**src/rtl/bp_cfg_boot_sequencer.sv**
```systemverilog
// Boot config sequencer: writes freeze/core_id/cord/cce_mode per tile in row-major order, then unfreezes all; first valid one cycle after start.
// Registered outputs; one write per cycle when ready is high, payload held stable while cfg_ready_i is low.
module bp_cfg_boot_sequencer #(
  parameter int cc_x_dim_p       = 2,
  parameter int cc_y_dim_p       = 1,
  parameter int cfg_addr_width_p = 16,
  parameter int cfg_data_width_p = 32
) (
  input  logic                        clk_i,
  input  logic                        reset_i,
  input  logic                        start_i,
  input  logic                        cce_mode_i,
  output logic                        cfg_v_o,
  input  logic                        cfg_ready_i,
  output logic [3:0]                  cfg_dst_x_o,
  output logic [3:0]                  cfg_dst_y_o,
  output logic [cfg_addr_width_p-1:0] cfg_addr_o,
  output logic [cfg_data_width_p-1:0] cfg_data_o,
  output logic                        busy_o,
  output logic                        done_o
);

  typedef enum logic [2:0] {
    S_IDLE, S_FREEZE, S_CORE_ID, S_CORD, S_CCE_MODE, S_UNFREEZE, S_DONE
  } state_e;

  localparam logic [3:0] x_last = 4'(cc_x_dim_p - 1);
  localparam logic [3:0] y_last = 4'(cc_y_dim_p - 1);

  localparam logic [cfg_addr_width_p-1:0] addr_freeze   = cfg_addr_width_p'(1);
  localparam logic [cfg_addr_width_p-1:0] addr_core_id  = cfg_addr_width_p'(2);
  localparam logic [cfg_addr_width_p-1:0] addr_cord     = cfg_addr_width_p'(3);
  localparam logic [cfg_addr_width_p-1:0] addr_cce_mode = cfg_addr_width_p'(4);

  state_e state_r, state_n;
  logic [3:0] x_r, x_n, y_r, y_n;
  logic [3:0] x_adv, y_adv;
  logic       mode_r, mode_n;
  logic       xfer, last_tile;

  logic                        v_n, busy_n, done_n;
  logic [cfg_addr_width_p-1:0] addr_n;
  logic [cfg_data_width_p-1:0] data_n;
  logic [7:0]                  core_id;

  assign xfer      = cfg_v_o & cfg_ready_i;
  assign last_tile = (x_r == x_last) && (y_r == y_last);

  always_comb begin
    x_adv = x_r + 4'd1;
    y_adv = y_r;
    if (x_r == x_last) begin
      x_adv = 4'd0;
      y_adv = y_r + 4'd1;
    end
  end

  // State register; outputs are registered from the next-state values so they align with state_r.
  always_ff @(posedge clk_i or posedge reset_i) begin
    if (reset_i) begin
      state_r     <= S_IDLE;
      x_r         <= 4'd0;
      y_r         <= 4'd0;
      mode_r      <= 1'b0;
      cfg_v_o     <= 1'b0;
      busy_o      <= 1'b0;
      done_o      <= 1'b0;
      cfg_dst_x_o <= 4'd0;
      cfg_dst_y_o <= 4'd0;
      cfg_addr_o  <= '0;
      cfg_data_o  <= '0;
    end else begin
      state_r     <= state_n;
      x_r         <= x_n;
      y_r         <= y_n;
      mode_r      <= mode_n;
      cfg_v_o     <= v_n;
      busy_o      <= busy_n;
      done_o      <= done_n;
      cfg_dst_x_o <= x_n;
      cfg_dst_y_o <= y_n;
      cfg_addr_o  <= addr_n;
      cfg_data_o  <= data_n;
    end
  end

  always_comb begin
    state_n = state_r;
    x_n     = x_r;
    y_n     = y_r;
    mode_n  = mode_r;
    case (state_r)
      S_IDLE, S_DONE: begin
        if (start_i) begin
          state_n = S_FREEZE;
          mode_n  = cce_mode_i;
          x_n     = 4'd0;
          y_n     = 4'd0;
        end
      end
      S_FREEZE:  if (xfer) state_n = S_CORE_ID;
      S_CORE_ID: if (xfer) state_n = S_CORD;
      S_CORD:    if (xfer) state_n = S_CCE_MODE;
      S_CCE_MODE: begin
        if (xfer) begin
          if (last_tile) begin
            state_n = S_UNFREEZE;
            x_n     = 4'd0;
            y_n     = 4'd0;
          end else begin
            state_n = S_FREEZE;
            x_n     = x_adv;
            y_n     = y_adv;
          end
        end
      end
      S_UNFREEZE: begin
        if (xfer) begin
          if (last_tile) begin
            state_n = S_DONE;
          end else begin
            x_n = x_adv;
            y_n = y_adv;
          end
        end
      end
      default: state_n = S_IDLE;
    endcase
  end

  always_comb begin
    v_n     = 1'b0;
    busy_n  = 1'b0;
    done_n  = 1'b0;
    addr_n  = '0;
    data_n  = '0;
    core_id = 8'(y_n) * 8'(cc_x_dim_p) + 8'(x_n);
    case (state_n)
      S_FREEZE: begin
        v_n    = 1'b1;
        busy_n = 1'b1;
        addr_n = addr_freeze;
        data_n = cfg_data_width_p'(1);
      end
      S_CORE_ID: begin
        v_n    = 1'b1;
        busy_n = 1'b1;
        addr_n = addr_core_id;
        data_n = cfg_data_width_p'(core_id);
      end
      S_CORD: begin
        v_n    = 1'b1;
        busy_n = 1'b1;
        addr_n = addr_cord;
        data_n = cfg_data_width_p'({4'd0, y_n, 4'd0, x_n});
      end
      S_CCE_MODE: begin
        v_n    = 1'b1;
        busy_n = 1'b1;
        addr_n = addr_cce_mode;
        data_n = cfg_data_width_p'(mode_n);
      end
      S_UNFREEZE: begin
        v_n    = 1'b1;
        busy_n = 1'b1;
        addr_n = addr_freeze;
      end
      S_DONE:  done_n = 1'b1;
      default: ;
    endcase
  end

  a_payload_stable: assert property (@(posedge clk_i) disable iff (reset_i)
    (cfg_v_o && !cfg_ready_i) |=> (cfg_v_o && $stable(cfg_addr_o) && $stable(cfg_data_o)
                                   && $stable(cfg_dst_x_o) && $stable(cfg_dst_y_o)));

  a_dims_legal: assert property (@(posedge clk_i)
    (cc_x_dim_p >= 1) && (cc_x_dim_p <= 16) && (cc_y_dim_p >= 1) && (cc_y_dim_p <= 16));

endmodule
```
**config.mk**
```make
export PLATFORM = sky130hd
export DESIGN_NAME = bp_cfg_boot_sequencer
export DESIGN_NICKNAME = d
export VERILOG_FILES = /design/src/rtl/bp_cfg_boot_sequencer.sv
export SDC_FILE = /design/constraint.sdc
export NUM_CORES = 1
export LEC_CHECK = 0
export ABC_CLOCK_PERIOD_IN_PS = 3900
export CORE_MARGIN = 2
export CORE_UTILIZATION = 40
export CTS_CLUSTER_DIAMETER = 80
export DETAILED_ROUTE_END_ITERATION = 6
export MAX_ROUTING_LAYER = met4
export PLACE_DENSITY = 0.81
export SYNTH_ARGS = -nofsm -noshare
export SYNTH_HDL_FRONTEND = slang
export SYNTH_SLANG_ARGS = --single-unit
```
**constraint.sdc**
```tcl
create_clock -name clk_i -period 3.9 [get_ports clk_i]
set_clock_uncertainty 0.1 [all_clocks]
set_input_delay 0.78 -clock clk_i [delete_from_list [all_inputs] [get_ports clk_i]]
set_output_delay 0.78 -clock clk_i [all_outputs]
set_load 0.01 [all_outputs]
```
# == Yosys cells after proc, flatten, opt, wreduce, memory -nomap -nowiden ==
# Cells that the tools add are included.
# totals
reg_bits,62
latch_bits,0
mem_bits_rw,0
mem_bits_ro,0
inputBits,5
word_cells,60
memories,0
# op_classes
add_sub_neg,3
n_mul,0
div_mod_pow,0
magnitude_cmp,0
n_eq_ne,13
n_shift,0
mux,29
bitwise_logic,1
reduce_logical,6
# ops
operator,n
4-bit two-way mux,12
12-bit one-hot mux with 4 select lines,1
3-bit two-way mux,8
4-bit one-hot mux with 3 select lines,2
3-bit equality test (second input constant),6
3-bit one-hot mux with 6 select lines,1
3-bit by 2-bit equality test with 1-bit output (second input constant),4
3-bit one-hot mux with 4 select lines,1
4-bit by 1-bit adder with 4-bit output (second input constant),2
5-bit by 4-bit adder with 6-bit output,1
3-bit by 1-bit equality test with 1-bit output (second input constant),2
5-bit OR reduction,1
4-bit by 1-bit equality test with 1-bit output (second input constant),1
4-bit logical NOT,1
1-bit two-way mux,4
2-bit OR reduction,2
3-bit logical NOT,1
1-bit AND,1
1-bit logical AND,1

# == Logic depth before layout (Yosys ltp) ==
# Gate-level depths: netlist of the first run.
# depth
ltp_word,8
depth_mapped,13
mapped_depth_nobuf,12

# == Least setup slack after synthesis of the first run ==
# Ideal clock, no wire load.
# synth_timing
path_type,reg-to-reg
start,reg x_r[1]
end,reg cfg_data_o[3]
arrival_ns,2.613
slack_ns,1.067
stages_incl_launch_ff,13
synth_period_minus_slack_ns,2.833
path_cell_list,dfrtp_1 -> inv_1 -> ha_1 -> or3b_1 -> clkbuf_2 -> nor4_1 -> mux2_2 -> ha_1 -> inv_1 -> fa_1 -> xor2_1 -> nor2_1 -> a31o_2
# synth_via
elab_chain_len,7
word_cells_on_any_way,27
cone_classes,2 x add/sub; 5 x eq/ne; 19 x mux; 1 x reduce/logical
# synth_lines
item,line_no,text
from (decl),36,"logic [3:0] x_r, x_n, y_r, y_n;"
from (signal assigned),74,x_r <= x_n;
4-bit by 1-bit equality test with 1-bit output (*),"47, 52",
4-bit two-way mux / 1-bit logical AND (equally long branches),"52, 47",
"4-bit two-way mux, on equally long branches","119, 106",
"4-bit two-way mux, on equally long branches","118, 105",
4-bit one-hot mux with 3 select lines (*),92,case (state_r)
via y_n[0],36,
5-bit by 4-bit adder with 6-bit output (*),137,core_id = 8'(y_n) * 8'(cc_x_dim_p) + 8'(x_n);
12-bit one-hot mux with 4 select lines (*),138,case (state_n)
via data_n[3],43,logic [cfg_data_width_p-1:0] data_n;
to (signal assigned),83,cfg_data_o <= data_n;
to (decl),18,"output logic [cfg_data_width_p-1:0] cfg_data_o,"
# The timed path passes the listed nets; every way through them passes the cells marked *.

# == Worst setup path in the final report of the first run ==
# layout_timing
start,in start_i
end,reg cfg_data_o[3]
# layout_via
elab_chain_len,4
word_cells_on_any_way,12
cone_classes,1 x add/sub; 4 x eq/ne; 7 x mux
# layout_lines
item,line_no,text
from (decl),11,"input logic start_i,"
4-bit two-way mux,94,if (start_i) begin
4-bit one-hot mux with 3 select lines,92,
via y_n[0],36,
5-bit by 4-bit adder with 6-bit output,137,
12-bit one-hot mux with 4 select lines,138,
via data_n[3],43,
# The timed path passes the listed nets, and every way through them passes these cells.

==> impl_metrics.py, run 1 <==
metrics = {
    "run_status": {
        "status": "finished, final reports clean",
    },
    "synthesis": {
        "synth_warnings": 0,
        "netlist_instances": 186,
        "yosys.area.top_type": "dfrtp_1",
        "ys_ff_latch": 27,
        "async_flop_share": 1.00,
        "netlist.area_leader.share": 0.389,
        "synth.avg_cell_area_sq_um": 9.34,
        "synth_edf_count": 0,
        "seq_area_frac_synth": 0.389,
        "netlist_area_sq_um": 1740,
        "synthFlopType": "dfrtp_1",
        "netlist-cell-type-count": 47,
        "synthTopCellsByArea": "dfrtp_1, buf_4, ha_1, inv_1, a21oi_1",
    },
    "setup_path": {
        "r2r_end": "cfg_data_o[3]",
        "timing.rr.start": "x_r[1]",
        "crit_type": "primary input to flip-flop",
        "critical-path-max-stage-delay_ns": 0.48,
        "cp_slowest_cell": "clkdlybuf4s50_1",
        "r2r_slack_ns": 0.70,
        "critical_path_required_ns": 3.96,
        "crit_family": "adder cells",
        "arrival_ns": 3.27,
        "crit_fanout": 6,
        "critPathBufInv": 2,
        "rr_worst_depth": 11,
        "start_kind": "primary input",
        "crit_chain": "clkdlybuf4s50_1 -> nor2b_1 -> maj3_1 -> o21ai_0 -> mux2_2 -> ha_1 -> inv_1 -> fa_1 -> xor2_1 -> nor2_1 -> a31o_2",
        "crit_path_end_kind": "flip-flop",
    },
    "clock_tree": {
        "clkSlewWorstSetupHoldPaths_ns": 0.09,
        "htreeDepth": 1,
        "cts.sinks": 27,
        "cts_root_buffer": "clkbuf_8",
        "cts_tree": "built",
        "postCtsHoldBufs": 0,
        "cts-buffers-inserted": 3,
        "cts_setup_buffers": 0,
        "clk_latency_ns": 0.26,
        "clockBufferDepth": 2,
        "postCtsResizedCells": 0,
    },
    "sta": {
        "whs_ns": 0.409,
        "final_hold_viol_count": 0,
        "tightest_slew_ns": 1.00,
        "period_share": 0.823,
        "fin_crit_ns": 3.21,
        "fin_ws_ns": 0.689,
        "setup_viol": 0,
        "finalMaxSlewViolations": 0,
        "finalSetupTns_ns": 0,
        "rsz0062_at_grt": "no",
        "slew_headroom": 0.332,
        "fmax_mhz": 311,
    },
    "global_routing": {
        "grt_remaining_overflow": 0,
        "antenna_found_initial": 0,
        "grt_max_degree": 28,
        "grt_pass1_wl_um": 5160,
        "grt_pass1_vias": 1103,
        "grtUsageTotal": 0.131,
    },
    "floorplanning": {
        "num_rows": 23,
        "die_x_um": 69.9,
        "start_util": 0.425,
        "fp.dieH_um": 69.9,
        "die_area_sq_um": 4890,
        "pin_count": 64,
        "coreArea_sq_um": 4090,
    },
    "route": {
        "drt_iter0_markers": 65,
        "vias": 1262,
        "vias_per_cell": 4.87,
        "firstDrtPassIters": 4,
        "antenna_left": 0,
        "wl_per_cell_um": 12.5,
        "totalWireLength_um": 3250,
        "route.detailed.drc": 0,
    },
    "placement": {
        "gp_congestion": 0.871,
        "hpwl_um": 2430,
        "dp.cells": 255,
        "io_buffers": 28,
        "place_ws_ns": 0.465,
    },
    "power": {
        "powerDensity_nw_per_um2": 521,
        "p_leak_nw": 0.886,
        "irDropWorstVdd_mv": 0.198,
    },
    "job": {
        "cap_violations": 0,
    },
    "cells_and_area": {
        "syn2layout_area_growth_pct": 12.2,
        "finalNonFillerCells": 259,
        "nNetsFinal": 223,
        "antenna_cells": 0,
        "final_cell_mix": "conb_1, clkdlybuf4s50_1, dfrtp_1",
        "layout-drive-gt1-share": 0.0574,
        "final_core_utilization": 0.477,
        "final_common_cell": "conb_1",
    },
    "min_path": {
        "hp-class": "flip-flop to flip-flop",
        "min_from": "mode_r",
        "hold_end": "mode_r",
        "hold_depth": 1,
    },
}
## synthesized netlist by cell type (2+ instances only)
library cell	count
and2_1	2
o21ai_0	8
clkbuf_1	3
or3_1	2
nor3_1	2
o22ai_1	4
nor2b_1	6
dfrtp_1	27
nand2b_1	2
nand4_1	3
maj3_1	2
xnor2_1	2
a21o_1	2
nand3_1	8
nor2_1	9
o31ai_1	3
buf_4	37
a21oi_1	10
inv_1	14
nand2_1	4
a31o_2	2
mux2_2	2
ha_1	7
buf_2	2
## registers in the layout, indices dropped and copies added (netlist names)
name / cells
busy_o: 1
y_r: 4
cfg_data_o: 10
cfg_addr_o: 3
mode_r: 1
state_r: 3
done_o: 1
x_r: 4
## layer usage
layer / vias up / global-route usage / wire length [um]
met5: - / - / 0
met4: 0 / 0.0385 / 30
met3: 2 / 0.0130 / 198
met2: 52 / 0.211 / 1560
met1: 585 / 0.177 / 1460
li1: 623 / - / -
## cells by family (layout without fill, tap and decap cells)
| kind of cell | Yosys count | in the layout | share of synthesized area |
|---|---|---|---|
| adders and majority gates | 10 | 10 | 0.0734 |
| DFF | 27 | 27 | 0.389 |
| and+or+nand+nor | 44 | 44 | 0.139 |
| muxes | 2 | 2 | 0.0130 |
| other | 1 | 35 | 0.00216 |
| xor gates and xnor gates | 3 | 3 | 0.0151 |
| AOI/OAI and AO/OA | 42 | 42 | 0.163 |
| buffers and inverters | 57 | 46 | 0.205 |
## final cells by class
type	count	area [sq um]
clock buffer	3	41.3
clock inverter	1	5.00
fill	391	2140
inverter	14	52.6
multi-input combinational	136	833
sequential	27	676
tap	50	62.6
timing repair buffer	28	280
## where the power goes
group,switching [mW],internal (mW)
sequential,0.0706,0.338
clock,0.0834,0.0714
combinational,0.250,0.202
## metrics by stage
step | power [mW] | instance area (sq um)
after floorplan | 0.744 | 1870
after global placement | 0.858 | 1900
after detailed placement | 0.864 | 1900
after CTS | 1.02 | 1950
after global routing | 1.09 | 1950
final | 1.02 | 1950
## worst max-delay path by stage
stage,cells past startpoint,startpoint,endpoint,slack [ns]
CTS,11,x_r[1],cfg_data_o[3],0.71
finish,11,start_i,cfg_data_o[3],0.69
detailed placement,11,start_i,cfg_data_o[3],0.46
floorplan,12,x_r[1],cfg_data_o[3],1.07
global route,11,x_r[1],cfg_data_o[3],0.43
global placement,11,start_i,cfg_data_o[3],0.45
(Power assumes the default switching activity.)
==> inputs of run 2 (changes only) <==
- ABC_CLOCK_PERIOD_IN_PS: 3900 -> 2800
- PLACE_DENSITY: 0.81 -> 0.84
- clock period: 3.9 -> 2.8 ns (I/O delays scaled with it)
==> run 2 against run 1 <==
Compared with the run above:
- the run now ends with negative setup slack left
- core utilization increased by 7.5 points
- clock power increased by 45%
- final cell count is 12% higher
- die area is the same
- non-clock buffer count increased by 32
- sequential power increased by 34%
- worst setup slack worse by 0.70 ns
- first-iteration DRC count is 58% higher
- critical path depth unchanged
- sequential share of layout area is 4.7 points lower
- wire length grew 25%
- critical path type is now flip-flop to flip-flop
- highest routed layer unchanged
==> impl_metrics.py, run 2 (synthesis results as in run 1) <==
metrics = {
    "run_status": {
        "status": "complete, but fails checks",
        "violations": "negative setup slack",
    },
    "setup_path": {
        "cp_slowest_cell": "or3b_4",
        "critical_path_required_ns": 2.87,
        "crit_chain": "inv_2 -> ha_1 -> or3b_4 -> nor4_4 -> mux2_4 -> ha_2 -> inv_1 -> fa_2 -> xor2_2 -> nor2_1 -> a31o_2",
        "startpoint": "x_r[1]",
        "r2r_slack_ns": -0.009,
        "critPathBufInv": 2,
        "rr_worst_depth": 11,
        "timing.rr.start": "x_r[1]",
        "crit_type": "flip-flop to flip-flop",
        "crit_fanout": 3,
        "arrival_ns": 2.88,
        "start_kind": "flip-flop",
        "endpoint": "cfg_data_o[3]",
        "crit_family": "simple AND/OR/NAND/NOR gates",
        "cp_num_cells": 11,
        "r2r_end": "cfg_data_o[3]",
        "critical-path-max-stage-delay_ns": 0.41,
        "crit_path_end_kind": "flip-flop",
    },
    "clock_tree": {
        "clk_latency_ns": 0.27,
        "cts-buffers-inserted": 3,
        "htreeDepth": 1,
        "clkSlewWorstSetupHoldPaths_ns": 0.09,
        "cts_tree": "built",
        "cts_root_buffer": "clkbuf_8",
        "cts.sinks": 27,
        "postCtsHoldBufs": 0,
        "clockBufferDepth": 2,
    },
    "cells_and_area": {
        "largest_reg_flops": 10,
        "design_area_sq_um": 2260,
        "final_common_cell": "conb_1",
        "antenna_cells": 0,
        "layout-drive-gt1-share": 0.224,
        "syn2layout_area_growth_pct": 29.8,
        "nNetsFinal": 255,
        "finalNonFillerCells": 291,
        "largest_registers": "cfg_data_o (10), x_r (4), y_r (4)",
        "top_register": "cfg_data_o",
        "final_cell_mix": "conb_1, buf_4, clkdlybuf4s50_1",
    },
    "sta": {
        "tightest_slew_ns": 0.701,
        "slew_headroom": 0.520,
        "final_hold_viol_count": 0,
        "fin_ws_ns": -0.00897,
        "fmax_mhz": 356,
        "fin_crit_ns": 2.81,
        "setup_viol": 1,
        "finalMaxSlewViolations": 0,
        "rsz0062_at_grt": "yes",
        "period_share": 1.00,
    },
    "route": {
        "vias": 1486,
        "wl_per_cell_um": 14.0,
        "vias_per_cell": 5.11,
        "antenna_left": 0,
        "drt_iter0_markers": 103,
        "firstDrtPassIters": 4,
        "totalWireLength_um": 4060,
        "route.detailed.drc": 0,
    },
    "floorplanning": {
        "die_area_sq_um": 4890,
        "die_x_um": 69.9,
        "start_util": 0.425,
        "num_rows": 23,
        "fp.dieH_um": 69.9,
        "coreArea_sq_um": 4090,
        "pin_count": 64,
    },
    "placement": {
        "place_area_sq_um": 2130,
        "gp_congestion": 0.909,
        "io_buffers": 28,
        "hpwl_um": 2930,
        "dp.cells": 284,
    },
    "min_path": {
        "hp-class": "flip-flop to flip-flop",
    },
    "power": {
        "irDropWorstVdd_mv": 0.335,
        "powerDensity_nw_per_um2": 721,
        "p_leak_nw": 1.06,
    },
    "global_routing": {
        "antenna_found_initial": 0,
        "grt_pass1_vias": 1438,
        "grt_remaining_overflow": 0,
        "grt_pass1_wl_um": 6630,
        "grt_max_degree": 28,
        "grtUsageTotal": 0.174,
    },
    "job": {
        "cap_violations": 0,
    },
}
==> run 2: cell count changes in the layout (fill, tap and decap cells not counted), sizes merged <==
cell | before | now
buf | 0 | 32
clkinv | 1 | 0
clkinvlp | 0 | 1
==> run 2: per-stage QoR <==
step | utilization | power (mW) | TNS [ns] | setup slack [ns] | hold slack, ns
after detailed placement | 0.521 | 1.35 | -1.09 | -0.402 | 0.402
after CTS | 0.543 | 1.60 | 0 | 0.00145 | 0.422
after floorplan | - | 1.04 | 0 | 0.0162 | 0.372
final | 0.552 | 1.63 | -0.00897 | -0.00897 | 0.414
after global routing | 0.552 | 1.74 | -0.120 | -0.108 | 0.433
after global placement | 0.521 | 1.34 | -0.637 | -0.251 | 0.382
==> run 2: routing by layer <==
metal	part of all wire	vias up	track usage
met4	0.033	0	0.0726
met3	0.066	16	0.0202
met5	0	-	-
met2	0.50	83	0.293
met1	0.40	707	0.213
li1	-	680	-
==> run 2: area by class of cell <==
| type | count | area, sq um |
|---|---|---|
| flip-flops and latches | 27 | 676 |
| repair buffers | 60 | 520 |
| clock inverters | 1 | 7.51 |
| inverters | 14 | 52.6 |
| fillers | 363 | 1830 |
| well taps | 50 | 62.6 |
| clock buffers | 3 | 41.3 |
| multi-input cells | 136 | 896 |
==> run 2: how the worst min path moves through the flow <==
stage,startpoint,end,slack [ns],depth (start not counted)
floorplan,mode_r,mode_r,0.37,1
global placement,mode_r,mode_r,0.38,1
detailed placement,mode_r,mode_r,0.40,1
CTS,mode_r,mode_r,0.42,1
global route,mode_r,mode_r,0.43,1
finish,mode_r,mode_r,0.41,1
==> run 2: where the power goes <==
part           total, mW  switching, mW  internal [mW]
clock network      0.224          0.123          0.101
registers          0.550         0.0785          0.471
logic              0.853          0.446          0.407
total               1.63          0.647          0.980
==> run 2: repair_timing <==
item,in CTS,in global routing
pin swaps,2,4
setup buffers,0,3
endpoints found under the setup margin,3,3
gates resized for setup,10,5
==> inputs of run 3 (changes only) <==
- CTS_CLUSTER_SIZE: not set -> 16
==> results of run 3 <==
No change in the layout: final DEF, timing and power equal those of run 2.
